File: config.mk
export PLATFORM = sky130hd
export DESIGN_NAME = neuron_accumulator
export DESIGN_NICKNAME = d
export VERILOG_FILES = /design/src/rtl/neuron_accumulator.sv
export SDC_FILE = /design/constraint.sdc
export NUM_CORES = 1
export LEC_CHECK = 0
export CAP_MARGIN = 0
export CORE_MARGIN = 2
export CORE_UTILIZATION = 40
export CTS_CLUSTER_SIZE = 14
export DETAILED_ROUTE_END_ITERATION = 8
export PLACE_DENSITY = 0.7
export SLEW_MARGIN = 20
export SYNTH_ARGS = -nofsm -noshare
export SYNTH_HDL_FRONTEND = slang
export SYNTH_SLANG_ARGS = --single-unit
File: constraint.sdc
create_clock -name clk -period 9.2 [get_ports clk]
set_input_delay 2.76 -clock clk [delete_from_list [all_inputs] [get_ports clk]]
set_output_delay 2.76 -clock clk [all_outputs]
set_load 0.02 [all_outputs]
File: src/rtl/neuron_accumulator.sv
// Dot-product accumulation stage: sign-extends a stream of signed terms and sums them through a
// selectable exact/approximate ADDER. Optional macro NEURON_ACC_SATURATE_EN clamps on overflow.

module neuron_acc_exact_add #(
    parameter int W     = 8,
    parameter int STYLE = 0
) (
    input  logic [W-1:0] a_i,
    input  logic [W-1:0] b_i,
    input  logic         cin_i,
    output logic [W-1:0] sum_o
);
    localparam int NBLK = (W + 3) / 4;

    logic [W-1:0] g;
    logic [W-1:0] p;

    assign g = a_i & b_i;
    assign p = a_i ^ b_i;

    // Carry out of bit hi given the carry entering bit lo, as a flat generate/propagate sum.
    function automatic logic la_carry(input logic [W-1:0] gv, input logic [W-1:0] pv,
                                      input logic cb, input int lo, input int hi);
        logic r;
        logic pp;
        r  = 1'b0;
        pp = 1'b1;
        for (int j = hi; j >= lo; j--) begin
            r  = r | (pp & gv[j]);
            pp = pp & pv[j];
        end
        return r | (pp & cb);
    endfunction

    genvar gi;
    genvar gk;
    generate
        if (STYLE == 1) begin : g_cla
            for (gi = 0; gi < NBLK; gi++) begin : g_blk
                localparam int LO = gi * 4;
                localparam int HI = (LO + 3 < W - 1) ? LO + 3 : W - 1;
                logic bcin;
                if (gi == 0) begin : g_first
                    assign bcin = cin_i;
                end else begin : g_next
                    assign bcin = la_carry(g, p, g_blk[gi-1].bcin, LO - 4, LO - 1);
                end
                for (gk = LO; gk <= HI; gk++) begin : g_bit
                    if (gk == LO) begin : g_lsb
                        assign sum_o[gk] = p[gk] ^ bcin;
                    end else begin : g_rest
                        assign sum_o[gk] = p[gk] ^ la_carry(g, p, bcin, LO, gk - 1);
                    end
                end
            end
        end else begin : g_rca
            for (gi = 0; gi < W; gi++) begin : g_fa
                logic ci;
                if (gi == 0) begin : g_first
                    assign ci = cin_i;
                end else begin : g_next
                    assign ci = g[gi-1] | (p[gi-1] & g_fa[gi-1].ci);
                end
                assign sum_o[gi] = p[gi] ^ ci;
            end
        end
    endgenerate
endmodule

module ADDER #(
    parameter int ADDERTYPE      = 0,
    parameter int SUBADDERTYPE   = 1,
    parameter int NB_APPROX_BITS = 2,
    parameter int BITWIDTH       = 8
) (
    input  logic [BITWIDTH-1:0] a_i,
    input  logic [BITWIDTH-1:0] b_i,
    output logic [BITWIDTH-1:0] sum_o
);
    localparam int K = (NB_APPROX_BITS >= BITWIDTH) ? BITWIDTH - 1 :
                       (NB_APPROX_BITS < 0) ? 0 : NB_APPROX_BITS;

    generate
        if (ADDERTYPE <= 1 || K == 0) begin : g_exact
            neuron_acc_exact_add #(
                .W    (BITWIDTH),
                .STYLE((ADDERTYPE <= 1) ? ADDERTYPE : SUBADDERTYPE)
            ) u_full (
                .a_i  (a_i),
                .b_i  (b_i),
                .cin_i(1'b0),
                .sum_o(sum_o)
            );
        end else begin : g_approx
            logic [K-1:0] lo_sum;
            logic         lo_c;
            logic         seen;

            // Lower K bits are approximated; the carry into the exact upper part depends on the variant.
            always_comb begin
                lo_sum = '0;
                lo_c   = 1'b0;
                seen   = 1'b0;
                case (ADDERTYPE)
                    2: begin
                        lo_sum = a_i[K-1:0] ^ b_i[K-1:0];
                        lo_c   = a_i[K-1] & b_i[K-1];
                    end
                    3: lo_sum = a_i[K-1:0] ^ b_i[K-1:0];
                    4: begin
                        for (int j = K - 1; j >= 0; j--) begin
                            if (seen || (a_i[j] & b_i[j])) begin
                                seen      = 1'b1;
                                lo_sum[j] = 1'b1;
                            end else begin
                                lo_sum[j] = a_i[j] ^ b_i[j];
                            end
                        end
                    end
                    5: begin
                        lo_sum = a_i[K-1:0] | b_i[K-1:0];
                        lo_c   = a_i[K-1] & b_i[K-1];
                    end
                    6: begin
                        lo_sum = b_i[K-1:0];
                        lo_c   = a_i[K-1];
                    end
                    default: lo_sum = '0;
                endcase
            end

            neuron_acc_exact_add #(
                .W    (BITWIDTH - K),
                .STYLE(SUBADDERTYPE)
            ) u_upper (
                .a_i  (a_i[BITWIDTH-1:K]),
                .b_i  (b_i[BITWIDTH-1:K]),
                .cin_i(lo_c),
                .sum_o(sum_o[BITWIDTH-1:K])
            );
            assign sum_o[K-1:0] = lo_sum;
        end
    endgenerate
endmodule

module neuron_accumulator #(
    parameter int ADDERTYPE      = 0,
    parameter int SUBADDERTYPE   = 1,
    parameter int NB_APPROX_BITS = 2,
    parameter int BITWIDTH       = 8,
    parameter int ACC_WIDTH      = 16,
    parameter int NB_TERMS       = 4
) (
    input  logic                 clk,
    input  logic                 rst,
    input  logic [ACC_WIDTH-1:0] bias,
    input  logic                 in_valid,
    output logic                 in_ready,
    input  logic [BITWIDTH-1:0]  in_data,
    output logic                 out_valid,
    input  logic                 out_ready,
    output logic [ACC_WIDTH-1:0] out_data,
    output logic                 out_ovf
);
    localparam int CW = $clog2(NB_TERMS + 1);
    localparam logic [CW-1:0] LAST_CNT = CW'(NB_TERMS - 1);

    typedef enum logic [1:0] {
        S_IDLE,
        S_ACCUM,
        S_DONE
    } state_t;

    state_t                 state_q, state_d;
    logic [ACC_WIDTH-1:0]   acc_q, acc_d;
    logic [CW-1:0]          cnt_q, cnt_d;
    logic                   ovf_q, ovf_d;

    logic [ACC_WIDTH-1:0]   add_a;
    logic [ACC_WIDTH-1:0]   add_b;
    logic [ACC_WIDTH-1:0]   add_sum;
    logic [ACC_WIDTH-1:0]   add_res;
    logic                   add_ovf;
    logic                   accept;

    // The first term of a dot product adds onto the bias instead of the stale accumulator.
    assign add_a = (state_q == S_IDLE) ? bias : acc_q;
    assign add_b = ACC_WIDTH'($signed(in_data));

    ADDER #(
        .ADDERTYPE     (ADDERTYPE),
        .SUBADDERTYPE  (SUBADDERTYPE),
        .NB_APPROX_BITS(NB_APPROX_BITS),
        .BITWIDTH      (ACC_WIDTH)
    ) u_adder (
        .a_i  (add_a),
        .b_i  (add_b),
        .sum_o(add_sum)
    );

    assign add_ovf = (add_a[ACC_WIDTH-1] == add_b[ACC_WIDTH-1]) &&
                     (add_sum[ACC_WIDTH-1] != add_a[ACC_WIDTH-1]);

`ifdef NEURON_ACC_SATURATE_EN
    localparam logic [ACC_WIDTH-1:0] ACC_MAX = {1'b0, {(ACC_WIDTH-1){1'b1}}};
    localparam logic [ACC_WIDTH-1:0] ACC_MIN = {1'b1, {(ACC_WIDTH-1){1'b0}}};
    assign add_res = add_ovf ? (add_a[ACC_WIDTH-1] ? ACC_MIN : ACC_MAX) : add_sum;
`else
    assign add_res = add_sum;
`endif

    assign accept   = in_valid & in_ready;
    assign out_data = acc_q;
    assign out_ovf  = ovf_q;

    always_comb begin
        state_d   = state_q;
        acc_d     = acc_q;
        cnt_d     = cnt_q;
        ovf_d     = ovf_q;
        in_ready  = 1'b1;
        out_valid = 1'b0;
        case (state_q)
            S_IDLE: begin
                if (accept) begin
                    acc_d   = add_res;
                    cnt_d   = CW'(1);
                    ovf_d   = add_ovf;
                    state_d = (NB_TERMS == 1) ? S_DONE : S_ACCUM;
                end
            end
            S_ACCUM: begin
                if (accept) begin
                    acc_d = add_res;
                    cnt_d = cnt_q + CW'(1);
                    ovf_d = ovf_q | add_ovf;
                    if (cnt_q == LAST_CNT) begin
                        state_d = S_DONE;
                    end
                end
            end
            S_DONE: begin
                in_ready  = 1'b0;
                out_valid = 1'b1;
                if (out_ready) begin
                    state_d = S_IDLE;
                    cnt_d   = '0;
                    ovf_d   = 1'b0;
                end
            end
            default: state_d = S_IDLE;
        endcase
    end

    always_ff @(posedge clk or posedge rst) begin
        if (rst) begin
            state_q <= S_IDLE;
            acc_q   <= '0;
            cnt_q   <= '0;
            ovf_q   <= 1'b0;
        end else begin
            state_q <= state_d;
            acc_q   <= acc_d;
            cnt_q   <= cnt_d;
            ovf_q   <= ovf_d;
        end
    end
endmodule
==> impl_results.md <==
- Status: finished clean
- GRT Total Usage: roughly 17%
- Clk sinks: 22
- Final Slew Violations: 0
- CTS tree: done
- Area grow syn2layout: 38.6%
- Global-route wire length before repair: about 5600 µm
- Ports: 47
- HP Class: reg -> reg
- Period utilisation layout: roughly 100%
- Yosys reg bits: 22
- Max Cap Viol: 0
- Post-CTS Repair Setup Buffers: 0
- CTS H-Tree Depth: 1
- Fin crit period: 9050 ps
- Vias: roughly 1200
- Final Hold Fails: 0
- Die footprint: ~0.0043 mm²
- Commonest non-fill, non-tap cell in the layout: clkdlybuf4s50_1
- DP HPWL: 2440 µm
- Syn_nets: approximately 190
- Crit end category: flop
- DRT iter0 DRCs: 15
- Die width: ~66 µm
- Vias per cell: roughly 5.0
- Yosys warnings: 0
- RD Place Congestion: approximately 0.75
- Final Skew: ~1.5 ps
- Synthesized netlist cell count: around 140
- Worst slew pin tran: about 1000 ps
- Vias in the first global route: 1192
- Die height: around 66 µm
- Setup TNS: 0 ps
- Netlist cell types: 31
- Routed len/inst: approximately 14 µm
- DRT antenna net count: 0
- ANT cells: 0
- # fillers: approximately 310
- Longest Clk Path Bufs: 2
- Hold Buf Count CTS: 0
- Placed standard-cell area: slightly above 0.002 mm²
- Seq/Total Area, Yosys: 36.1%
- Nets: roughly 240
- Placeable Area: 0.00366 mm²
- Skew-Pair Late Insertion Delay: about 260 ps
- Ratio of cells with drive above 1 in the final layout: ~13%
- Slew headroom: a little under a third
- CP Launch Type: input port
- Antenna violations before repair: 0
- DRT Wirelength: 3310 µm
- Crit-path max FO: 3
- Worst VDD drop: 0.194 mV
- Fmax achieved: around 110 MHz
- WP data arrival: slightly above 9000 ps
- Synthesized area per cell: ~11 µm²
- Leakage: about 0.0009 µW
- Most frequent cells in the layout: 46 x clkdlybuf4s50_1, 22 x dfrtp_1, 17 x o21ai_0, 16 x mux2i_1, 15 x nand2_1
- Largest net degree at the start of global routing: 32
- Clock-pin slew on the worst setup and hold paths: 80 ps
- Design Area, Final: 0.00211 mm²
- Starting Density: a little over two fifths
- Rows: 22
- Setup violators final: 0
- Residual DRC count: 0
- Drt first pass iters: 3
- Worst EP required: 9350 ps
- CTS Buf Count: 3
- CP Class: in -> reg
- Overflow after GRT: 0
- Clock Tree Root: clkbuf_8
- Cell Pwr Density: 356 mW/mm²
- PortBufs: between 40 and 50
- Synthesized area: around 0.0015 mm²
-- state kept, by name, indices dropped and copies added (netlist names) --
name      flops
cnt_q         3
out_data     16
out_ovf       1
state_q       2
-- synth_stat cells --
| library cell | number | area (µm²) |
|---|---|---|
| o21ai_0 | 17 | 85.1 |
| dfrtp_1 | 22 | 551 |
| a21oi_1 | 1 | 5.00 |
| mux2_2 | 3 | 33.8 |
| ha_1 | 7 | 87.6 |
| o21a_1 | 1 | 7.51 |
| nor2_1 | 5 | 18.8 |
| nor2_4 | 1 | 11.3 |
| a21oi_2 | 1 | 8.76 |
| nor2b_1 | 1 | 6.26 |
| buf_4 | 1 | 7.51 |
| nand2_1 | 15 | 56.3 |
| o21ai_1 | 2 | 10.0 |
| a221o_1 | 1 | 10.0 |
| nand2b_1 | 2 | 12.5 |
| mux2i_1 | 16 | 160 |
| and3_1 | 1 | 6.26 |
| nand3b_1 | 1 | 7.51 |
| nand3_1 | 1 | 5.00 |
| nor3_1 | 1 | 5.00 |
| clkbuf_1 | 2 | 7.51 |
| xnor2_1 | 2 | 17.5 |
| inv_1 | 14 | 52.6 |
| and2_1 | 1 | 6.26 |
| o31ai_1 | 3 | 22.5 |
| buf_2 | 2 | 10.0 |
| or2_1 | 1 | 6.26 |
| buf_6 | 1 | 11.3 |
| o22a_1 | 1 | 8.76 |
| a21boi_0 | 1 | 7.51 |
| fa_1 | 14 | 280 |
-- area by class of cell --
class	count	area [µm²]	share of cell area, %
clock buffer	3	41.3	1.95
tap	48	60.1	2.84
inverter	14	52.6	2.49
timing repair buffer	47	468	22.1
sequential	22	551	26.1
multi-input combinational	100	941	44.5
-- what timing repair did --
item / 4_1_cts / 5_1_grt
gates resized for setup: 11 / 4
hold endpoints to repair: 0 / 0
setup endpoints to repair: 2 / 2
pin swaps: 1 / 1
-- worst paths after layout --
path / from / endpoint / slack (ps) / cells past startpoint
worst max-delay path: bias[0] / out_ovf / 150 / 22
worst min-delay path: cnt_q[0] / cnt_q[0] / 500 / 1
worst max register to register: state_q[0] / out_ovf / 2160 / 22
worst min register to register: cnt_q[0] / cnt_q[0] / 500 / 1
max in group asynchronous: rst / out_data[5] / 5700 / 2
min in group asynchronous: rst / out_data[0] / 2970 / 2
-- kinds of logic after synthesis --
family	synth area share [%]
and+or+nand+nor	9.27
DFF	36.1
muxes	12.7
xor gates and xnor gates	1.15
AOI/OAI and AO/OA	10.8
adders and majority gates	24.1
buffers and inverters	5.82
-- where the power goes --
group	internal [µW]	leakage (µW)	switching [µW]
sequential	145	0.000272	34.6
clock	29.3	0.0000216	31.6
combinational	241	0.000606	270
-- worst max-delay path: stages --
cell and delay, ps:
clkdlybuf4s50_1 460, mux2_2 150, ha_1 130, inv_1 40
fa_1 380, fa_2 350, fa_2 340, fa_2 340
fa_2 340, fa_2 340, fa_2 340, fa_2 340
fa_2 340, fa_2 350, fa_2 360, fa_2 360
fa_2 350, fa_2 410, and2_1 180, mux2i_1 140
nor3_1 60, a221o_1 310
-- through the flow --
stage / setup WS [ps] / instances / utilization, % / total power [µW] / hold WS [ps]
after floorplan: 35.5 / 142 / - / 515 / 459
after global placement: -572 / 231 / 55.2 / 657 / 488
after detailed placement: -793 / 231 / 55.2 / 667 / 484
after CTS: 23.3 / 234 / 57.2 / 751 / 496
after global routing: -7.07 / 234 / 57.7 / 832 / 535
final: 154 / 234 / 57.7 / 752 / 499
-- per-layer routing --
metal	track usage [%]	wire, µm	vias to the layer above
met5	0	0	-
met4	6.25	53	0
met3	2.23	122	4
met2	30.2	1690	28
met1	21.7	1450	569
li1	-	-	561
(Power assumes the default switching activity.)
